## src/rtl/grid_io_pkg.sv

```systemverilog
// Shared constants for the parametrised perimeter IO tile.
// Fixes the per-subtile configuration bit layout and the shift-counter sizing.
package grid_io_pkg;

  localparam int CFG_OE_BIT  = 0;
  localparam int CFG_INV_BIT = 1;

  // Wide enough to hold every value from 0 up to and including total_bits.
  function automatic int cnt_width(input int total_bits);
    return $clog2(total_bits + 1);
  endfunction

endpackage

```

## src/rtl/grid_io_cell.sv

```systemverilog
// One pad subtile: direction, inversion and loopback suppression for a single pad.
// GRID_IO_INPUT_SYNC_EN adds a 2-flop synchronizer on pad_in ahead of the gating.
module grid_io_cell
  import grid_io_pkg::*;
(
`ifdef GRID_IO_INPUT_SYNC_EN
  input  logic prog_clk,
  input  logic pReset,
`endif
  input  logic cfg_oe,
  input  logic cfg_inv,
  input  logic outpad,
  input  logic pad_in,
  output logic pad_out,
  output logic pad_oe,
  output logic inpad
);

  logic pad_in_s;

`ifdef GRID_IO_INPUT_SYNC_EN
  logic [1:0] sync_q;
  logic [1:0] sync_d;

  always_comb begin
    sync_d = {sync_q[0], pad_in};
  end

  always_ff @(posedge prog_clk or negedge pReset) begin
    if (!pReset) begin
      sync_q <= 2'b00;
    end else begin
      sync_q <= sync_d;
    end
  end

  assign pad_in_s = sync_q[1];
`else
  assign pad_in_s = pad_in;
`endif

  // While the pad drives, the fabric sees 0 rather than its own output echoed back.
  always_comb begin
    pad_oe  = cfg_oe;
    pad_out = outpad ^ cfg_inv;
    inpad   = cfg_oe ? 1'b0 : (pad_in_s ^ cfg_inv);
  end

endmodule

```

## src/rtl/grid_io_param_tile.sv

```systemverilog
// NUM_IO-pad perimeter IO tile with a staged shift chain, explicit commit and status flags.
// Optional input synchronizers are enabled with GRID_IO_INPUT_SYNC_EN (see grid_io_cell).
module grid_io_param_tile
  import grid_io_pkg::*;
#(
  parameter int NUM_IO   = 4,
  parameter int CFG_BITS = 2
) (
  input  logic              prog_clk,
  input  logic              pReset,
  input  logic              ccff_head,
  input  logic              ccff_shift_en,
  input  logic              ccff_commit,
  output logic              ccff_tail,
  output logic              cfg_ready,
  output logic              cfg_err,
  input  logic [NUM_IO-1:0] outpad,
  output logic [NUM_IO-1:0] inpad,
  input  logic [NUM_IO-1:0] pad_in,
  output logic [NUM_IO-1:0] pad_out,
  output logic [NUM_IO-1:0] pad_oe
);

  localparam int TOTAL_BITS = NUM_IO * CFG_BITS;
  localparam int CNT_W      = cnt_width(TOTAL_BITS);
  localparam logic [CNT_W-1:0] CNT_FULL = CNT_W'(TOTAL_BITS);

  logic [TOTAL_BITS-1:0] chain_q, chain_d;
  logic [TOTAL_BITS-1:0] active_q, active_d;
  logic [CNT_W-1:0]      count_q, count_d;
  logic                  ready_q, ready_d;
  logic                  err_q, err_d;

  // A shift always wins over a simultaneous commit; the commit is dropped and flagged.
  always_comb begin
    chain_d  = chain_q;
    active_d = active_q;
    count_d  = count_q;
    ready_d  = ready_q;
    err_d    = err_q;

    if (ccff_shift_en) begin
      chain_d[0] = ccff_head;
      for (int k = 1; k < TOTAL_BITS; k++) begin
        chain_d[k] = chain_q[k-1];
      end
      if (count_q != CNT_FULL) begin
        count_d = count_q + 1'b1;
      end
      ready_d = 1'b0;
      if (ccff_commit) begin
        err_d = 1'b1;
      end
    end else if (ccff_commit) begin
      active_d = chain_q;
      count_d  = '0;
      ready_d  = (count_q == CNT_FULL);
      if (count_q != CNT_FULL) begin
        err_d = 1'b1;
      end
    end
  end

  always_ff @(posedge prog_clk or negedge pReset) begin
    if (!pReset) begin
      chain_q  <= '0;
      active_q <= '0;
      count_q  <= '0;
      ready_q  <= 1'b0;
      err_q    <= 1'b0;
    end else begin
      chain_q  <= chain_d;
      active_q <= active_d;
      count_q  <= count_d;
      ready_q  <= ready_d;
      err_q    <= err_d;
    end
  end

  assign ccff_tail = chain_q[TOTAL_BITS-1];
  assign cfg_ready = ready_q;
  assign cfg_err   = err_q;

  for (genvar i = 0; i < NUM_IO; i++) begin : g_cell
    grid_io_cell u_cell (
`ifdef GRID_IO_INPUT_SYNC_EN
      .prog_clk (prog_clk),
      .pReset   (pReset),
`endif
      .cfg_oe   (active_q[i*CFG_BITS + CFG_OE_BIT]),
      .cfg_inv  (active_q[i*CFG_BITS + CFG_INV_BIT]),
      .outpad   (outpad[i]),
      .pad_in   (pad_in[i]),
      .pad_out  (pad_out[i]),
      .pad_oe   (pad_oe[i]),
      .inpad    (inpad[i])
    );
  end

endmodule

```

## config.mk

```make
export PLATFORM = sky130hd
export DESIGN_NAME = grid_io_param_tile
export DESIGN_NICKNAME = d
export VERILOG_FILES = /design/src/rtl/grid_io_pkg.sv /design/src/rtl/grid_io_cell.sv /design/src/rtl/grid_io_param_tile.sv
export SDC_FILE = /design/constraint.sdc
export NUM_CORES = 1
export LEC_CHECK = 0
export ABC_CLOCK_PERIOD_IN_PS = 1400
export CORE_MARGIN = 2
export CORE_UTILIZATION = 50
export CTS_BUF_LIST = sky130_fd_sc_hd__clkbuf_4
export DETAILED_ROUTE_END_ITERATION = 8
export HOLD_SLACK_MARGIN = 0.05
export PLACE_DENSITY = 0.91
export SETUP_SLACK_MARGIN = 0.2
export SLEW_MARGIN = 10
export SYNTH_ARGS = -nofsm -noshare
export SYNTH_HDL_FRONTEND = slang
export SYNTH_SLANG_ARGS = --single-unit
```

## constraint.sdc

```tcl
create_clock -name prog_clk -period 1.4 [get_ports prog_clk]
set_input_delay 0.28 -clock prog_clk [delete_from_list [all_inputs] [get_ports prog_clk]]
set_output_delay 0.28 -clock prog_clk [all_outputs]
set_load 0.03 [all_outputs]
```

==> summary.md <==
| Metric | Value |
|---|---|
| Status | `complete, but fails checks` |
| Failing checks | `setup timing` |
| Library cells used by synthesis | `21` |
| Num rows | `17` |
| Gp weighted congestion | `around 0.67` |
| Worst slew pin tran | `between 0.2 and 0.3 ns` |
| DRT Wirelength | `2.00 mm` |
| Sw frac | `34.4%` |
| Syn. warnings | `0` |
| Syn nets | `about 100` |
| RSZ-0062 raised after global routing | `yes` |
| Flops & latches, synth | `22` |
| Vias/cell | `4.87` |
| VDD IR-drop max | `1.05 mV` |
| Share of cells above drive strength 1 | `between 50% and 60%` |
| Congestion Overflow GR | `0` |
| Gate power share | `46.7%` |
| Pre-CTS WS | `-0.109 ns` |
| Num ports | `28` |
| First-pass GRT wire length | `about 3.0 mm` |
| Residual DRC | `0` |
| Worst path required time | `1.12 ns` |
| CTS Buffer Depth | `2` |
| Final period demand of the worst path | `roughly 1.4 ns` |
| Headroom to the max-slew limit | `approximately four fifths` |
| Die H | `51.8 um` |
| Initial DRC Count | `0` |
| Final HPWL DP | `roughly 1.4 mm` |
| Initial antenna violation count | `0` |
| WP data arrival | `1.12 ns` |
| Sw Pwr | `0.950 mW` |
| # hold bufs at CTS | `0` |
| Cts bufs inserted | `3` |
| Maximum Capacitance Violations | `0` |
| Antenna cells | `0` |
| Final nets | `136` |
| Largest net degree at the start of global routing | `23` |
| Seq/Total Area, Yosys | `between 40% and 50%` |
| Post-DP Area | `0.00137 sq mm` |
| Average routed wire per standard cell | `roughly 14 um` |
| Reg2reg setup slack | `about 0.18 ns` |
| Clock input transition at the sequential cells of the worst setup and hold paths | `0.12 ns` |
| Sequential share of power | `36.0%` |
| Fin. Hold Viols | `0` |
| Post-Syn Instances | `88` |
| Fmax | `714 MHz` |
| Design Area, Final | `about 0.0015 sq mm` |
| Terminus of the critical flop-to-flop path | `cfg_ready` |
| H-tree depth | `1` |
| Post-synthesis async set-or-reset flop share | `100%` |
| Die width | `51.8 um` |
| Total Power | `2.76 mW` |
| Worst-path fanout max | `3` |
| Slew Viols, Final | `0` |
| Via Count | `around 700` |
| Vias in the first global route | `~730` |
| Clock network power share | `17.3%` |
| Worst skew pair latency | `0.30 ns` |
| Initial core utilization | `52.1%` |
| WS Path Type | `reg -> out` |
| Final WS setup | `-0.000742 ns` |
| Post-synth top flop | `dfrtp_1` |
| Crit path capture | `inpad[1]` |
| Worst r2r path cells | `5` |
| PD cells | `1810 mW/mm^2` |
| CP Launch Type | `flip-flop` |
| Final core area utilization | `69.6%` |
| Root Driver | `clkbuf_4` |
| TritonCTS Sinks | `22` |
| Number of routed nets with antenna violations | `0` |
| Storage element area | `roughly 550 sq um` |
| # setup viols final | `1` |
| Area delta synth->final | `33.5%` |
| Origin of the worst setup path | `active_q[3]` |
| # fillers | `160` |
| Fin Clk Skew | `about 0.0034 ns` |
| Mapped Area | `0.00114 sq mm` |
| Die area | `roughly 0.0027 sq mm` |
| Total Routing Usage GR | `16.0%` |
| Pleak | `0.735 nW` |
| CTS tree | `done` |
| Buffers on Ports | `27` |
| Avg Cell Area, Syn | `13.0 sq um` |
| Class of the worst hold path | `in -> async` |
| Worst R2R Start | `count_q[0]` |
| Post-synth EDFFs | `0` |
| Commonest cells after routing, fill and taps aside | `22 x dfrtp_1, 22 x buf_4, 9 x mux2_4, 9 x clkdlybuf4s50_1, 8 x mux2_2` |
| Crit. End Element | `output port` |
| Internal power | `approximately 1.8 mW` |
| Core outline area | `0.00219 sq mm` |
| Period utilization | `100%` |
| Multi-input gate area | `493 sq um` |
| DRT Pass-1 Iters | `1` |
[state kept, by name, indices dropped and copies added (netlist names)]
register,count
active_q,8
chain_q,8
count_q,4
cfg_err,1
cfg_ready,1
[per-layer routing]
layer	wire length (um)	global-route usage, %	vias up
li1	-	-	344
met1	762	16.0	355
met2	1150	31.2	20
met3	58	2.01	2
met4	27	9.21	0
met5	0	0	-
[cell families after synthesis]
| logic type | share of synthesized area (%) |
|---|---|
| flops | 48.2 |
| buf+inv | 11.8 |
| mux | 19.4 |
| simple gates | 6.68 |
| xor+xnor | 6.90 |
| compound gates | 4.82 |
| fa+ha+maj | 2.19 |
[power by group through the flow]
stage,combinational (mW),sequential (mW),clock (mW)
6_report,1.29,0.993,0.477
5_1_grt,1.37,1.02,0.518
4_1_cts,1.15,0.987,0.487
3_5_place_dp,1.07,1.01,0
3_3_place_gp,1.05,0.988,0
2_1_floorplan,0.886,0.985,0
[area by class of cell]
cell class	count	area share, %
clock buffer	3	1.48
clock inverter	1	1.97
inverter	4	0.984
multi-input combinational	47	32.3
sequential	22	36.1
tap	28	2.30
timing repair buffer	43	24.9
[timing repair]
| action | 4_1_cts | 5_1_grt |
|---|---|---|
| resized for setup | 42 | 20 |
| setup buffers | 5 | 5 |
| pin swaps | 8 | 4 |
| setup endpoints to repair | 20 | 17 |
| cloned | 0 | 0 |
| hold endpoints to repair | 0 | 0 |
[critical path: stages, from the launching register on]
cell,delay (ns)
dfrtp_1,0.43
xnor2_1,0.14
nor2_1,0.09
buf_4,0.16
[per-stage QoR]
stage | TNS [ns] | instances | hold WS, ns
detailed placement | -1.69 | 134 | 0.470
global route | -0.320 | 148 | 0.321
floorplan | 0 | 88 | -0.0156
CTS | -0.0412 | 143 | 0.318
global placement | -1.49 | 134 | 0.452
finish | -0.000742 | 148 | 0.316
[synthesized netlist by cell type, types with 2 or more instances]
cell / number / share of area [%]
a32o_1: 2 / 1.8
mux2_4: 8 / 11
ha_1: 2 / 2.2
inv_1: 4 / 1.3
buf_4: 13 / 8.5
xor2_1: 5 / 3.8
xnor2_1: 4 / 3.1
nor2_1: 6 / 2.0
buf_6: 2 / 2.0
dfrtp_1: 22 / 48
nand3_1: 2 / 0.88
mux2_2: 9 / 8.9
[worst min-delay path by stage]
| stage | from | to | slack (ns) | cells after the start |
|---|---|---|---|---|
| floorplan | pReset | active_q[0] | -0.02 | 0 |
| global placement | cfg_err | cfg_err | 0.45 | 1 |
| detailed placement | cfg_err | cfg_err | 0.47 | 1 |
| CTS | pReset | active_q[2] | 0.32 | 2 |
| global route | pReset | active_q[2] | 0.32 | 2 |
| finish | pReset | active_q[2] | 0.32 | 2 |
No activity file was read; power rests on OpenSTA's default activity.
==> RTL edit 1, RTL diff (same flow settings) <==
The parameter `CFG_BITS` goes from 2 to 4.
--- a/src/rtl/grid_io_param_tile.sv
+++ b/src/rtl/grid_io_param_tile.sv
@@ -4,7 +4,7 @@
   import grid_io_pkg::*;
 #(
   parameter int NUM_IO   = 4,
-  parameter int CFG_BITS = 2
+  parameter int CFG_BITS = 4
 ) (
   input  logic              prog_clk,
   input  logic              pReset,
Behaviour: not the same (Yosys sat finds a counterexample within 10 cycles, from zero or initial values and one cycle with pReset low).
==> RTL edit 1 against the unedited design <==
- the run still ends with negative setup slack left
- setup slack worse by 0.014 ns
- synthesized area up 36%
- final area up 29%
- sequential cell count up 9
- power up 29%
- routed wire length up 26%
- maximum frequency down 1.0%
- worst hold slack worse by 0.0013 ns
- critical path type unchanged
==> RTL edit 1: results (changes against the unedited design) <==
The run finished, with violations left. The checks that failed: negative setup slack. The fraction of met2 tracks used by global routing is 28.1% (-3.1 points). The number of cells after detailed placement came out at 167 (+25%).

The mux contribution to synthesized area is 22.7% (+3.3 points). The placed wire-length estimate is 1690 um (+24%). The total leakage power came out at 0.922 nW (+25%).

The largest registers in the layout are chain_q x16, active_q x8, count_q x5. The CTS H-tree depth was 2 (+1). The largest vdd supply drop is 0.000814 V (-22%). The worst slack at placement is -0.172 ns (-0.0634 ns).

The buffers inserted during post-CTS setup optimization came to 6 (+1). The final setup violation count came to 3 (+2). The worst-case hold slack came out at 0.315 ns (-0.00128 ns). The number of distinct library cell variants in the gate-level netlist after synthesis is 26 (+24%). The final worst setup slack is -0.0152 ns (-0.0145 ns). The post-cts gate resize count is 44 (+4.8%). The parity-gate share of the synthesized area counting xor and xnor cells is 4.52% (-2.4 points). The commonest cells after synthesis are sky130_fd_sc_hd__dfrtp_1, sky130_fd_sc_hd__mux2_4, sky130_fd_sc_hd__buf_4, sky130_fd_sc_hd__mux2_2, sky130_fd_sc_hd__nor2_1. The overall routing resource usage is 16.7% (+0.69 points).

The fraction of area in registers came out at 39.5% (+3.4 points). The final-layout fill cell count came out at 227 (+42%). The share of total power in combinational logic came out at 46.0% (-0.7 points).

The number of iterations in the first detailed-routing pass is 2 (+1). The via count of the first global-routing pass came out at 938 (+28%). In this run the worst setup path terminates at inpad[2].
## RTL edit 1: cell types whose count changed after synthesis, sizes merged, moves of 2 or more
cell   unedited run  this run
a21oi             2         5
a32o              2         0
dfrtp            22        31
mux2             17        24
nand2             1         3
o21ai             1         3
## RTL edit 1: cell families (layout without fill, tap and decap cells)
family          count (synthesis)  after routing
buf+inv                        20             55
mux                            25             25
xor+xnor                        8              8
fa+ha+maj                       2              2
compound gates                 10             10
flops                          31             31
simple gates                   18             18
## RTL edit 1: worst max-delay path, cell delays in order, from the launching register on
cell and delay, ns:
sky130_fd_sc_hd__dfrtp_1 0.42, sky130_fd_sc_hd__xnor2_1 0.14, sky130_fd_sc_hd__nor2_1 0.09, sky130_fd_sc_hd__buf_4 0.16
==> RTL edit 2, RTL diff (config.mk and constraints unchanged) <==
Without the edit above. Put one more register stage on the output `cfg_err`, cleared by the reset. The value now appears one clock later. The other outputs are not delayed to match.
--- a/src/rtl/grid_io_param_tile.sv
+++ b/src/rtl/grid_io_param_tile.sv
@@ -79,7 +79,13 @@
 
   assign ccff_tail = chain_q[TOTAL_BITS-1];
   assign cfg_ready = ready_q;
-  assign cfg_err   = err_q;
+  always_ff @(posedge prog_clk or negedge pReset) begin
+    if (!pReset) begin
+      cfg_err <= '0;
+    end else begin
+      cfg_err <= err_q;
+    end
+  end
 
   for (genvar i = 0; i < NUM_IO; i++) begin : g_cell
     grid_io_cell u_cell (
Formal check against the unedited RTL: not equivalent (Yosys sat finds a counterexample within 4 cycles, from zero or initial values and one cycle with pReset low).
==> RTL edit 2 against the unedited design <==
- the flow still finishes with violations (negative setup slack)
- power shrank 5.5%
- routed wire length decreased by 2.3%
- utilization decreased by 0.27 points
- first-iteration DRC count up 5
- setup slack lost 0.058 ns
- synthesized area rose by 2.2%
- count of clock-buffer cells in the layout up 1
- final area is 0.57% higher
- sequential cell count is 1 higher
- largest cell class unchanged
- highest routed layer is now met3
==> RTL edit 2: results (changes against the unedited design) <==
The run finished, with violations left. The final reports fail on negative setup slack. The relative slew slack is 81.9% (about the same).

By area the synthesized netlist is led by sky130_fd_sc_hd__dfrtp_1, sky130_fd_sc_hd__mux2_4, sky130_fd_sc_hd__mux2_2. The number of cells after detailed placement is 136 (+1.5%). The largest vdd supply drop came out at 0.00120 V (+14%). The wire length of the first global-routing pass came out at 3310 um (+8.9%). The final cell count without fillers is 149 (+0.68%). The tree is rooted in a sky130_fd_sc_hd__clkbuf_4. The worst slack at placement is -0.108 ns (+0.000792 ns). The post-synthesis net count came out at 104 (+0.97%).

The final worst setup slack came out at -0.0588 ns (-0.0580 ns). The placed wire-length estimate is 1520 um (+12%). The largest fanout on the critical path came to 3 (unchanged). The pin count of the biggest net entering global routing came out at 24 (+4.3%). The CTS clock-pin slew for the worst setup and hold paths came out at 0.13 ns. The clock buffer count from CTS is 3 (unchanged). The path class of the tightest hold or removal check is input port to asynchronous set/reset pin.

The overall routing resource usage is 17.1% (+1.1 points). The number of distinct library cell variants in the gate-level netlist after synthesis is 21 (unchanged). The switching portion of total power is 36.5% (+2.0 points). The setup slack on the worst flop-to-flop path came out at 0.19 ns. The post-synthesis sequential area ratio came to 49.3% (+1.1 points). The final setup violation count is 4 (+3).

The clock latency on the worst-skew pair is 0.31 ns. The number of buffers on the longest clock path came out at 2 (unchanged). The number of warnings printed during yosys synthesis is 0 (unchanged). The final wirelength is 1960 um (-2.3%). The via count of the first global-routing pass came out at 752 (+2.7%). The CTS H-tree depth came out at 1 (unchanged).

The post-placement cell area is 1400 um^2 (+2.4%). The DRC marker count from the first detailed-route iteration is 5 (+5). In the synthesized netlist the dominant register cell turns out to be sky130_fd_sc_hd__dfrtp_1. The largest registers in the layout are active_q x8, chain_q x8, count_q x4. The count of input and output buffers came out at 27 (unchanged). The worst endpoint data arrival time is 1.18 ns (+0.06 ns). The initial antenna violation count came out at 0 (unchanged). The synthesized instance count is 89 (+1.1%). Sorting the synthesized cells by how often they occur yields sky130_fd_sc_hd__dfrtp_1, sky130_fd_sc_hd__buf_4, sky130_fd_sc_hd__mux2_2, sky130_fd_sc_hd__mux2_4, sky130_fd_sc_hd__nor2_1. The via count of the routed design came to 729 (+1.1%). The share of post-route cells with drive strength above 1 is 52.1% (+2.1 points). The total leakage power is 0.749 nW (+2.0%).

The setup clock skew after layout came out at 0.0138 ns (+0.0104 ns). The last weighted congestion value of the routability-driven placer came out at 0.683 (+2.1%). The number of inserted diodes is 0 (unchanged).

The share of async-settable or async-resettable flops after synthesis is 100% (unchanged). The number of iterations in the first detailed-routing pass came out at 4 (+3).
## RTL edit 2: stage by stage
stage	power [mW]	setup TNS [ns]	hold WS, ns
2_1_floorplan	1.90	0	-0.0156
3_5_place_dp	2.15	-1.73	0.358
3_3_place_gp	2.08	-1.47	0.354
4_1_cts	2.49	-0.0941	0.301
5_1_grt	2.76	-0.333	0.321
6_report	2.61	-0.0671	0.298
## RTL edit 2: power groups by stage
| stage | Sequential, mW | Clock [mW] | Combinational [mW] |
|---|---|---|---|
| after floorplan | 1.01 | 0 | 0.886 |
| after global routing | 1.05 | 0.348 | 1.36 |
| after detailed placement | 1.04 | 0 | 1.11 |
| after CTS | 1.02 | 0.326 | 1.15 |
| final | 1.02 | 0.317 | 1.27 |
| after global placement | 1.01 | 0 | 1.07 |
## RTL edit 2: routing by layer
| metal | GRT usage (%) | wire length, um | up-vias |
|---|---|---|---|
| met4 | 8.12 | 0 | 0 |
| met3 | 3.43 | 102 | 0 |
| li1 | - | - | 352 |
| met2 | 32.3 | 1100 | 18 |
| met1 | 17.7 | 759 | 359 |
| met5 | 0 | 0 | - |
## RTL edit 2: path summary, 6_finish.rpt
kind                                         startpoint                       to  cells after the start
worst max-delay path            active_q[1]$_DFFE_PN0P_                 inpad[0]                      3
worst min-delay path                             pReset   chain_q[3]$_DFFE_PN0P_                      2
worst max register to register   count_q[0]$_DFFE_PN0P_    cfg_ready$_DFFE_PN0P_                      5
worst min register to register        err_q$_DFFE_PN0P_        cfg_err$_DFF_PN0_                      0
max in group asynchronous                        pReset  active_q[1]$_DFFE_PN0P_                      2
min in group prog_clk                 err_q$_DFFE_PN0P_        cfg_err$_DFF_PN0_                      0
## RTL edit 2: timing repair
| action | 4_1_cts | 5_1_grt |
|---|---|---|
| gates resized for setup | 41 | 23 |
| endpoints found under the setup margin | 19 | 25 |
| buffers inserted | 5 | 4 |
| pin swaps | 7 | 5 |
## RTL edit 2: cells by family after synthesis
logic type | after synthesis | share of synthesized area (%)
fa+ha+maj | 2 | 2.14
compound gates | 7 | 4.72
flops | 23 | 49.3
xor+xnor | 9 | 6.75
buf+inv | 19 | 11.6
simple gates | 12 | 6.54
mux | 17 | 19.0
## RTL edit 2: critical path, stage by stage (launching register included)
cell and delay, ns:
sky130_fd_sc_hd__dfrtp_2 0.45, sky130_fd_sc_hd__xnor2_2 0.14, sky130_fd_sc_hd__nor2_1 0.11, sky130_fd_sc_hd__buf_4 0.17
## RTL edit 2: cell type report
type | count | area (um^2)
fill | 165 | 678
sequential | 23 | 577
multi-input combinational | 47 | 503
timing repair buffer | 43 | 374
tap | 28 | 35.0
clock buffer | 4 | 30.0
inverter | 4 | 15.0
